==> src/rtl/piso_pkg.sv <==
// Shared types and constants for the PISO serial transmitter.
// Defining PISO_PARITY_EN adds one parity bit to every frame.
package piso_pkg;

  typedef enum logic [1:0] {
    IDLE   = 2'b00,
    SHIFT  = 2'b01,
    FINISH = 2'b10
  } state_t;

  localparam int DEFAULT_WIDTH = 8;

`ifdef PISO_PARITY_EN
  localparam int PARITY_BITS = 1;
`else
  localparam int PARITY_BITS = 0;
`endif

endpackage

==> src/rtl/bit_counter.sv <==
// Up-counter with async active-high clear, sync clear and count enable.
// Sync clear takes priority over enable.
module bit_counter #(
  parameter int W = 4
) (
  input  logic         clk_i,
  input  logic         rst_i,
  input  logic         sclr_i,
  input  logic         en_i,
  output logic [W-1:0] cnt_o
);

  logic [W-1:0] cnt_q, cnt_d;

  always_comb begin
    cnt_d = cnt_q;
    if (sclr_i) begin
      cnt_d = '0;
    end else if (en_i) begin
      cnt_d = cnt_q + W'(1);
    end
  end

  always_ff @(posedge clk_i or posedge rst_i) begin
    if (rst_i) begin
      cnt_q <= '0;
    end else begin
      cnt_q <= cnt_d;
    end
  end

  assign cnt_o = cnt_q;

endmodule

==> src/rtl/piso_shift_tx.sv <==
// WIDTH-bit parallel-in, MSB-first serial-out transmitter with valid and done pulse.
// Optional macro PISO_PARITY_EN appends an even-parity bit after the data bits.
module piso_shift_tx
  import piso_pkg::*;
#(
  parameter int WIDTH = DEFAULT_WIDTH
) (
  input  logic             CLK,
  input  logic             CLR,
  input  logic             LOAD,
  input  logic [WIDTH-1:0] DIN,
  output logic             READY,
  output logic             SOUT,
  output logic             SVALID,
  output logic             DONE
);

  localparam int FRAME = WIDTH + PARITY_BITS;
  localparam int CW    = $clog2(WIDTH + 2);
  localparam logic [CW-1:0] LAST = CW'(FRAME);

  state_t           state_q, state_d;
  logic [WIDTH-1:0] sr_q, sr_d;
  logic             sout_q, sout_d;
  logic             svalid_q, svalid_d;
  logic             done_q, done_d;
  logic             cnt_en, cnt_clr;
  logic [CW-1:0]    cnt;
  logic             next_bit;

`ifdef PISO_PARITY_EN
  logic par_q, par_d;

  assign par_d    = (state_q == IDLE && LOAD) ? ^DIN : par_q;
  // Once the last data bit is on the line, the next bit out is the parity.
  assign next_bit = (cnt == CW'(WIDTH)) ? par_q : sr_q[WIDTH-1];

  always_ff @(posedge CLK or posedge CLR) begin
    if (CLR) begin
      par_q <= 1'b0;
    end else begin
      par_q <= par_d;
    end
  end
`else
  assign next_bit = sr_q[WIDTH-1];
`endif

  bit_counter #(.W(CW)) u_cnt (
    .clk_i (CLK),
    .rst_i (CLR),
    .sclr_i(cnt_clr),
    .en_i  (cnt_en),
    .cnt_o (cnt)
  );

  always_comb begin
    state_d  = state_q;
    sr_d     = sr_q;
    sout_d   = 1'b0;
    svalid_d = 1'b0;
    done_d   = 1'b0;
    cnt_en   = 1'b0;
    cnt_clr  = 1'b0;
    case (state_q)
      IDLE: begin
        if (LOAD) begin
          sout_d   = DIN[WIDTH-1];
          sr_d     = DIN << 1;
          svalid_d = 1'b1;
          cnt_en   = 1'b1;
          state_d  = SHIFT;
        end
      end
      SHIFT: begin
        if (cnt == LAST) begin
          done_d  = 1'b1;
          cnt_clr = 1'b1;
          state_d = FINISH;
        end else begin
          sout_d   = next_bit;
          sr_d     = sr_q << 1;
          svalid_d = 1'b1;
          cnt_en   = 1'b1;
        end
      end
      FINISH:  state_d = IDLE;
      default: state_d = IDLE;
    endcase
  end

  always_ff @(posedge CLK or posedge CLR) begin
    if (CLR) begin
      state_q  <= IDLE;
      sr_q     <= '0;
      sout_q   <= 1'b0;
      svalid_q <= 1'b0;
      done_q   <= 1'b0;
    end else begin
      state_q  <= state_d;
      sr_q     <= sr_d;
      sout_q   <= sout_d;
      svalid_q <= svalid_d;
      done_q   <= done_d;
    end
  end

  assign READY  = (state_q == IDLE);
  assign SOUT   = sout_q;
  assign SVALID = svalid_q;
  assign DONE   = done_q;

endmodule

==> config.mk <==
export PLATFORM = sky130hd
export DESIGN_NAME = piso_shift_tx
export DESIGN_NICKNAME = d
export VERILOG_FILES = /design/src/rtl/piso_pkg.sv /design/src/rtl/bit_counter.sv /design/src/rtl/piso_shift_tx.sv
export SDC_FILE = /design/constraint.sdc
export NUM_CORES = 1
export LEC_CHECK = 0
export CORE_MARGIN = 3
export CORE_UTILIZATION = 30
export CTS_BUF_LIST = sky130_fd_sc_hd__clkbuf_16
export CTS_CLUSTER_SIZE = 8
export DETAILED_ROUTE_END_ITERATION = 8
export PLACE_DENSITY = 0.57
export SYNTH_ARGS = -nofsm -noshare
export SYNTH_HDL_FRONTEND = slang
export SYNTH_SLANG_ARGS = --single-unit
==> constraint.sdc <==
create_clock -name CLK -period 2.02 [get_ports CLK]
set_input_delay 0.404 -clock CLK [delete_from_list [all_inputs] [get_ports CLK]]
set_output_delay 0.404 -clock CLK [all_outputs]
set_load 0.02 [all_outputs]
==> run_summary.xml, run 1 <==
<?xml version="1.0" encoding="UTF-8"?>
<metrics>
  <group name="run_status">
    <metric name="run_status" unit="">complete, no violations</metric>
  </group>
  <group name="power">
    <metric name="vdd_ir_drop_max" unit="uV">761</metric>
    <metric name="pnr_total_power" unit="mW">1.53</metric>
    <metric name="cellLeakagePower" unit="nW">0.491</metric>
    <metric name="power.density_cell_area" unit="mW/mm2">1460</metric>
  </group>
  <group name="yosys">
    <metric name="ys_dominant_reg_cell" unit="">dfrtp_1</metric>
    <metric name="synth_seq_cells" unit="">16</metric>
    <metric name="avgSynthCellArea" unit="um2">13.1</metric>
    <metric name="synth_cell_types" unit="">20</metric>
    <metric name="number_of_flops_mapped_to_enable_cells_by_yosys" unit="">0</metric>
    <metric name="yosysWarningCount" unit="">0</metric>
    <metric name="net_count_after_synthesis" unit="">74</metric>
    <metric name="synth_seq_area_share" unit="">0.501</metric>
    <metric name="synthCells" unit="">61</metric>
    <metric name="synth.cell_area" unit="um2">800</metric>
    <metric name="ys_async_sr_fraction" unit="">1.00</metric>
  </group>
  <group name="global_route">
    <metric name="wire_length_of_the_first_global_routing_pass" unit="um">2510</metric>
    <metric name="grt_antenna_before_repair" unit="">0</metric>
    <metric name="grt_overflow" unit="">0</metric>
    <metric name="maximum_number_of_pins_on_one_net_before_global_route_repair" unit="">17</metric>
    <metric name="number_of_global_route_vias_before_repair" unit="">540</metric>
    <metric name="grt.total_usage" unit="">0.0994</metric>
  </group>
  <group name="clock_tree">
    <metric name="numCtsBuffers" unit="">3</metric>
    <metric name="tritoncts" unit="">yes</metric>
    <metric name="insertion_delay_of_the_later_clocked_pin_in_the_worst_skew_pair" unit="ns">0.24</metric>
    <metric name="clkSlewWorstSetupHoldPaths" unit="ns">0.05</metric>
    <metric name="h-tree-depth" unit="">1</metric>
    <metric name="clock_tree.buffer_depth" unit="">2</metric>
    <metric name="post_cts_buffers" unit="">0</metric>
    <metric name="cts_root_buf" unit="">clkbuf_16</metric>
    <metric name="clock_sinks" unit="">16</metric>
    <metric name="ctsResizeCount" unit="">0</metric>
    <metric name="cts_hold_buf" unit="">0</metric>
  </group>
  <group name="routing">
    <metric name="vias" unit="">494</metric>
    <metric name="first_pass_iters" unit="">2</metric>
    <metric name="ant_nets" unit="">0</metric>
    <metric name="totalWireLength" unit="um">1380</metric>
    <metric name="drt_iter0_markers" unit="">5</metric>
    <metric name="viasPerCell" unit="">4.53</metric>
    <metric name="wl_per_cell" unit="um">12.6</metric>
    <metric name="post-route-drc-count" unit="">0</metric>
  </group>
  <group name="sta">
    <metric name="drv_slew" unit="">0</metric>
    <metric name="fmaxAchievable" unit="GHz">0.548</metric>
    <metric name="fin_worst_setup_slack" unit="ns">0.196</metric>
    <metric name="finalSetupViolations" unit="">0</metric>
    <metric name="setup_tns_final" unit="ns">0</metric>
    <metric name="share_of_the_clock_period_used_by_the_worst_path" unit="">0.903</metric>
    <metric name="final-hold-violation-count" unit="">0</metric>
    <metric name="maxSlewHeadroom" unit="">0.602</metric>
    <metric name="rsz0062_at_grt" unit="">false</metric>
    <metric name="min_period" unit="ns">1.82</metric>
    <metric name="worst_clock_skew" unit="ns">0.00270</metric>
    <metric name="tightestPinTransition" unit="ns">0.596</metric>
  </group>
  <group name="critical_path">
    <metric name="critPathMaxFanout" unit="">8</metric>
    <metric name="reg2reg_setup_slack" unit="ns">0.40</metric>
    <metric name="timing.critical_path.slowest_stage_cell" unit="">clkdlybuf4s50_1</metric>
    <metric name="worst_path_bufs_invs" unit="">1</metric>
    <metric name="critical_path.top_delay_family" unit="">buffers and inverters</metric>
    <metric name="timing.critical_path.to_type" unit="">output port</metric>
    <metric name="critical_path_data_required_time" unit="ns">1.62</metric>
    <metric name="start_kind" unit="">flop</metric>
    <metric name="crit_path_max_incr_delay" unit="ns">0.60</metric>
    <metric name="r2r_start" unit="">u_cnt.cnt_o[0]</metric>
    <metric name="r2r.worst_path.cells" unit="">5</metric>
    <metric name="cp_cell_sequence" unit="">nor2_1 &gt; clkdlybuf4s50_1</metric>
    <metric name="r2r_endpoint" unit="">sr_q[4]</metric>
    <metric name="arrival" unit="ns">1.42</metric>
    <metric name="timing_worst_setup_path_type" unit="">reg2out</metric>
  </group>
  <group name="floorplan">
    <metric name="rows" unit="">18</metric>
    <metric name="die_w" unit="um">57.6</metric>
    <metric name="initial_core_util" unit="">0.320</metric>
    <metric name="design.core.area" unit="mm2">0.00250</metric>
    <metric name="pin_count" unit="">15</metric>
    <metric name="die-height" unit="um">57.6</metric>
    <metric name="dieArea" unit="mm2">0.00332</metric>
  </group>
  <group name="min_path">
    <metric name="min_delay_worst_endpoint" unit="">sr_q[7]</metric>
    <metric name="hold_path_depth" unit="">1</metric>
    <metric name="hold_path_startpoint" unit="">sr_q[7]</metric>
    <metric name="holdCritPathClass" unit="">reg2reg</metric>
  </group>
  <group name="placement">
    <metric name="dpl.hpwl" unit="um">1040</metric>
    <metric name="pre_cts_slack" unit="ns">0.184</metric>
    <metric name="numPortBuffers" unit="">14</metric>
    <metric name="finalWeightedCongestion" unit="">0.697</metric>
  </group>
  <group name="layout">
    <metric name="antenna_diode_count" unit="">0</metric>
    <metric name="multi_input_area" unit="um2">377</metric>
    <metric name="num-nets-final" unit="">93</metric>
    <metric name="register_area" unit="um2">400</metric>
    <metric name="n_fill_cell" unit="">249</metric>
    <metric name="layout_area_growth_over_synthesis" unit="%">31.6</metric>
    <metric name="share_of_cells_above_drive_strength_1" unit="">0.253</metric>
  </group>
  <group name="flow_run">
    <metric name="max_cap_violations" unit="">0</metric>
  </group>
</metrics>
## metal layers
| metal | part of all wire | routed length (um) | up-vias | GRT usage |
|---|---|---|---|---|
| li1 | - | - | 248 | - |
| met1 | 0.47 | 650 | 237 | 0.130 |
| met2 | 0.46 | 635 | 7 | 0.147 |
| met3 | 0.053 | 73 | 2 | 0.0401 |
| met4 | 0.014 | 19 | 0 | 0.0397 |
| met5 | 0 | 0 | - | 0 |
## synth_stat cells, types with 2 or more instances
master,n,share of area
mux2_2,2,0.028
inv_1,3,0.014
ha_1,2,0.031
nand3_1,2,0.013
a21oi_1,2,0.013
o21ai_0,4,0.025
nand2_1,2,0.0094
nand3b_1,2,0.019
mux2_4,12,0.23
nor2_1,5,0.023
dfrtp_1,16,0.50
## worst max path at each step
stage / startpoint / to / depth (start not counted)
floorplan: u_cnt.cnt_o[0] / sr_q[2] / 5
global placement: LOAD / sr_q[6] / 4
detailed placement: LOAD / sr_q[3] / 4
CTS: state_q[0] / READY / 2
global route: state_q[0] / READY / 2
finish: state_q[0] / READY / 2
## registers in the layout, indices dropped and copies added, names as in the netlist
register	count
u_cnt.cnt_o	4
state_q	2
DONE	1
SOUT	1
sr_q	7
SVALID	1
## worst register-to-register path: cells and delay by family (launching register included)
| family | cells | cell delay, ns |
|---|---|---|
| simple gates | 2 | 0.51 |
| fa+ha+maj | 1 | 0.21 |
| buf+inv | 1 | 0.07 |
| flops | 1 | 0.37 |
| mux | 1 | 0.33 |
## layout by cell type (no fill, tap or decap)
master,n
nor2b_1,1
o21ba_2,1
dfrtp_1,16
nand3b_1,2
o21bai_1,1
clkdlybuf4s50_1,14
mux2_4,12
nand3_1,2
mux2_2,2
ha_1,2
or3_1,1
mux2i_1,1
clkinv_1,1
buf_4,1
o21ai_0,4
nand2_1,2
clkbuf_16,3
nor2_4,1
inv_1,3
a21oi_1,2
nand2b_1,1
and4b_1,1
nor2_1,5
## layout make-up
| class | count | area share |
|---|---|---|
| clock buffers | 3 | 0.0713 |
| clock inverters | 1 | 0.00357 |
| inverters | 3 | 0.0107 |
| multi-input cells | 41 | 0.358 |
| flip-flops and latches | 16 | 0.380 |
| well taps | 30 | 0.0357 |
| repair buffers | 15 | 0.140 |
## report_power, final
group	leakage (nW)	switching, mW	internal, mW
sequential	0.198	0.0870	0.447
combinational	0.255	0.249	0.383
clock	0.0385	0.108	0.261
total	0.491	0.444	1.09
## cells by family (layout without fill, tap and decap cells)
logic type | after synthesis | in the layout | share of synthesized area
simple gates | 16 | 16 | 0.114
compound gates | 8 | 8 | 0.0595
buf+inv | 4 | 22 | 0.0282
fa+ha+maj | 2 | 2 | 0.0313
flops | 16 | 16 | 0.501
mux | 15 | 15 | 0.266
## per-stage QoR
stage | hold slack, ns | cell area [um2] | util | std cells
floorplan | 0.318 | 800 | - | 61
global placement | 0.501 | 973 | 0.389 | 105
detailed placement | 0.496 | 973 | 0.389 | 105
CTS | 0.512 | 1050 | 0.421 | 109
global route | 0.537 | 1050 | 0.421 | 109
finish | 0.507 | 1050 | 0.421 | 109
No activity file was read; power rests on OpenSTA's default activity.
==> run 2, diff against run 1 <==
--- a/config.mk
+++ b/config.mk
@@ -5,6 +5,7 @@
 export SDC_FILE = /design/constraint.sdc
 export NUM_CORES = 1
 export LEC_CHECK = 0
+export ABC_CLOCK_PERIOD_IN_PS = 2020
 export CORE_MARGIN = 3
 export CORE_UTILIZATION = 30
 export CTS_BUF_LIST = sky130_fd_sc_hd__clkbuf_16
==> results of run 2 <==
Final layout, timing and power as in run 1 (identical DEF).
==> patch: new RTL, flow settings as in run 1 <==
Change the package constant `PARITY_BITS` from 0 to 1.
--- a/src/rtl/piso_pkg.sv
+++ b/src/rtl/piso_pkg.sv
@@ -13,7 +13,7 @@
 `ifdef PISO_PARITY_EN
   localparam int PARITY_BITS = 1;
 `else
-  localparam int PARITY_BITS = 0;
+  localparam int PARITY_BITS = 1;
 `endif
 
 endpackage
Formal check against the unedited RTL: not equivalent (a bounded check fails within 10 cycles, from zero or initial values).
==> patch against run 1 <==
  * Final area decreased by 4.6%
  * Sequential cell count unchanged
  * Sequential share of layout area increased by 1.9 points
  * Clock power increased by 3%
  * Total power decreased by 8.0%
  * First-iteration DRC count increased by 80%
  * Routed wire length decreased by 0.22%
  * Worst hold slack got worse by 0.010 ns
  * Area after synthesis decreased by 5.9%
  * Setup slack got worse by 0.0021 ns
  * Largest cell class unchanged
  * Largest power group is now sequential cells
  * Highest routed layer unchanged
==> patch: results (changes against run 1) <==
* Vias in the first global route at 507 (was 540)
* Switch share at 0.300 (was 0.289)
* Hold Fails Final Rpt at 0 (unchanged)
* Fill cell count at 219 (was 249)
* Worst Hold Class: reg -> reg (unchanged)
* Post-DP HPWL at 1010 um (was 1040 um)
* Final instance area at 1000 um2 (was 1050 um2)
* Total GRT Usage at 0.0974 (was 0.0994)
* DR pass1 iterations at 4 (was 2)
* Clock Skew at 0.00102 ns (was 0.00270 ns)
* Most flop-heavy register: sr_q (unchanged)
* Worst Setup SP: state_q[0] (unchanged)
* Diode count at 0 (unchanged)
* Initial antenna violation count at 0 (unchanged)
* Share of cells above drive strength 1 at 0.179 (was 0.253)
* Worst Hold End: sr_q[2] (was sr_q[7])
* Critical path arrival at 1.42 ns (about the same)
* Most instantiated cells after synthesis: 16 x dfrtp_1, 8 x mux2_2, 6 x mux2_1 (was 16 x dfrtp_1, 12 x mux2_4, 5 x nor2_1)
* Slowest stage delay, CP at 0.61 ns
* H-Tree Depth at 1 (unchanged)
* CP startpoint kind: flip-flop (unchanged)
* Clk pin slew, worst setup/hold paths at 0.05 ns (about the same)
* Fin nets at 92 (was 93)
* R2r worst-path depth at 4 (was 5)
* First-pass GRT wire length at 2350 um (was 2510 um)
* Peak supply drop at 0.478 mV (was 0.761 mV)
* Num CTS Buffers at 3 (unchanged)
* Seq/Total Area, Yosys at 0.532 (was 0.501)
* CTS max path bufs at 2 (unchanged)
* Wire per inst at 13.0 um (was 12.6 um)
* Post-cts gate resize count at 0 (unchanged)
* Critical Path End: READY (unchanged)
* Synth cell types at 21 (was 20)
* Max reg flops at 7 (unchanged)
* R2R Setup Slk at 0.39 ns
* Worst-Margin Slew at 0.592 ns (was 0.596 ns)
* FF-to-FF End: sr_q[4] (unchanged)
* Leak pwr at 0.448 nW (was 0.491 nW)
* Startpoint of the worst hold path: sr_q[2] (was sr_q[7])
* 1st-iter DRT viols at 9 (was 5)
* Synth Warn # at 0 (unchanged)
* Top cells by area, synth: dfrtp_1 53%, mux2_2 12%, mux2_1 9.0%, ha_1 3.3%, nor2_1 2.5% (was dfrtp_1 50%, mux2_4 23%, ha_1 3.1%, mux2_2 2.8%, o21ai_0 2.5%)
* Worst-skew pair later-pin latency at 0.24 ns (about the same)
* Global placer's final weighted congestion at 0.682 (was 0.697)
* Status: complete, no violations (unchanged)
* CP max stage cell: clkdlybuf4s50_1 (unchanged)
* Drt via density at 4.68 (was 4.53)
* Placed Area at 925 um2 (was 973 um2)
patch: power groups by stage:
stage	combinational [mW]	clock [mW]	sequential, mW
after CTS	0.512	0.385	0.534
after floorplan	0.360	0	0.536
after detailed placement	0.508	0	0.538
final	0.501	0.379	0.533
after global routing	0.557	0.396	0.553
after global placement	0.495	0	0.534
patch: routing by layer:
layer | share of wire | wire length [um] | vias up | global-route usage
li1 | - | - | 246 | -
met1 | 0.49 | 668 | 235 | 0.122
met2 | 0.44 | 609 | 13 | 0.145
met3 | 0.058 | 80 | 2 | 0.0348
met4 | 0.012 | 16 | 0 | 0.0508
met5 | 0 | 0 | - | 0
patch: layout make-up:
cell class	instances	share of cell area
clock buffer	3	0.0748
tap	28	0.0349
multi-input combinational	41	0.333
inverter	2	0.00748
sequential	16	0.399
timing repair buffer	15	0.147
clock inverter	1	0.00374
patch: worst max-delay path, delay by kind of cell, from the launching register on:
family / cells / cell delay, ns
buffers and inverters: 1 / 0.61
flip-flops: 1 / 0.46
AND/OR/NAND/NOR: 1 / 0.12
patch: cell families (layout without fill, tap and decap cells):
group           Yosys count  count (layout)  share of synthesized area
flops                    16              16                      0.532
compound gates            8               8                     0.0666
simple gates             16              16                      0.121
mux                      15              15                      0.223
fa+ha+maj                 2               2                     0.0333
buf+inv                   4              21                     0.0233
patch: per-stage QoR:
| stage | hold slack, ns | instances | setup WS (ns) |
|---|---|---|---|
| 2_1_floorplan | 0.318 | 61 | 0.473 |
| 3_3_place_gp | 0.483 | 102 | 0.184 |
| 3_5_place_dp | 0.491 | 102 | 0.159 |
| 4_1_cts | 0.502 | 106 | 0.192 |
| 5_1_grt | 0.509 | 106 | 0.143 |
| 6_report | 0.497 | 106 | 0.194 |
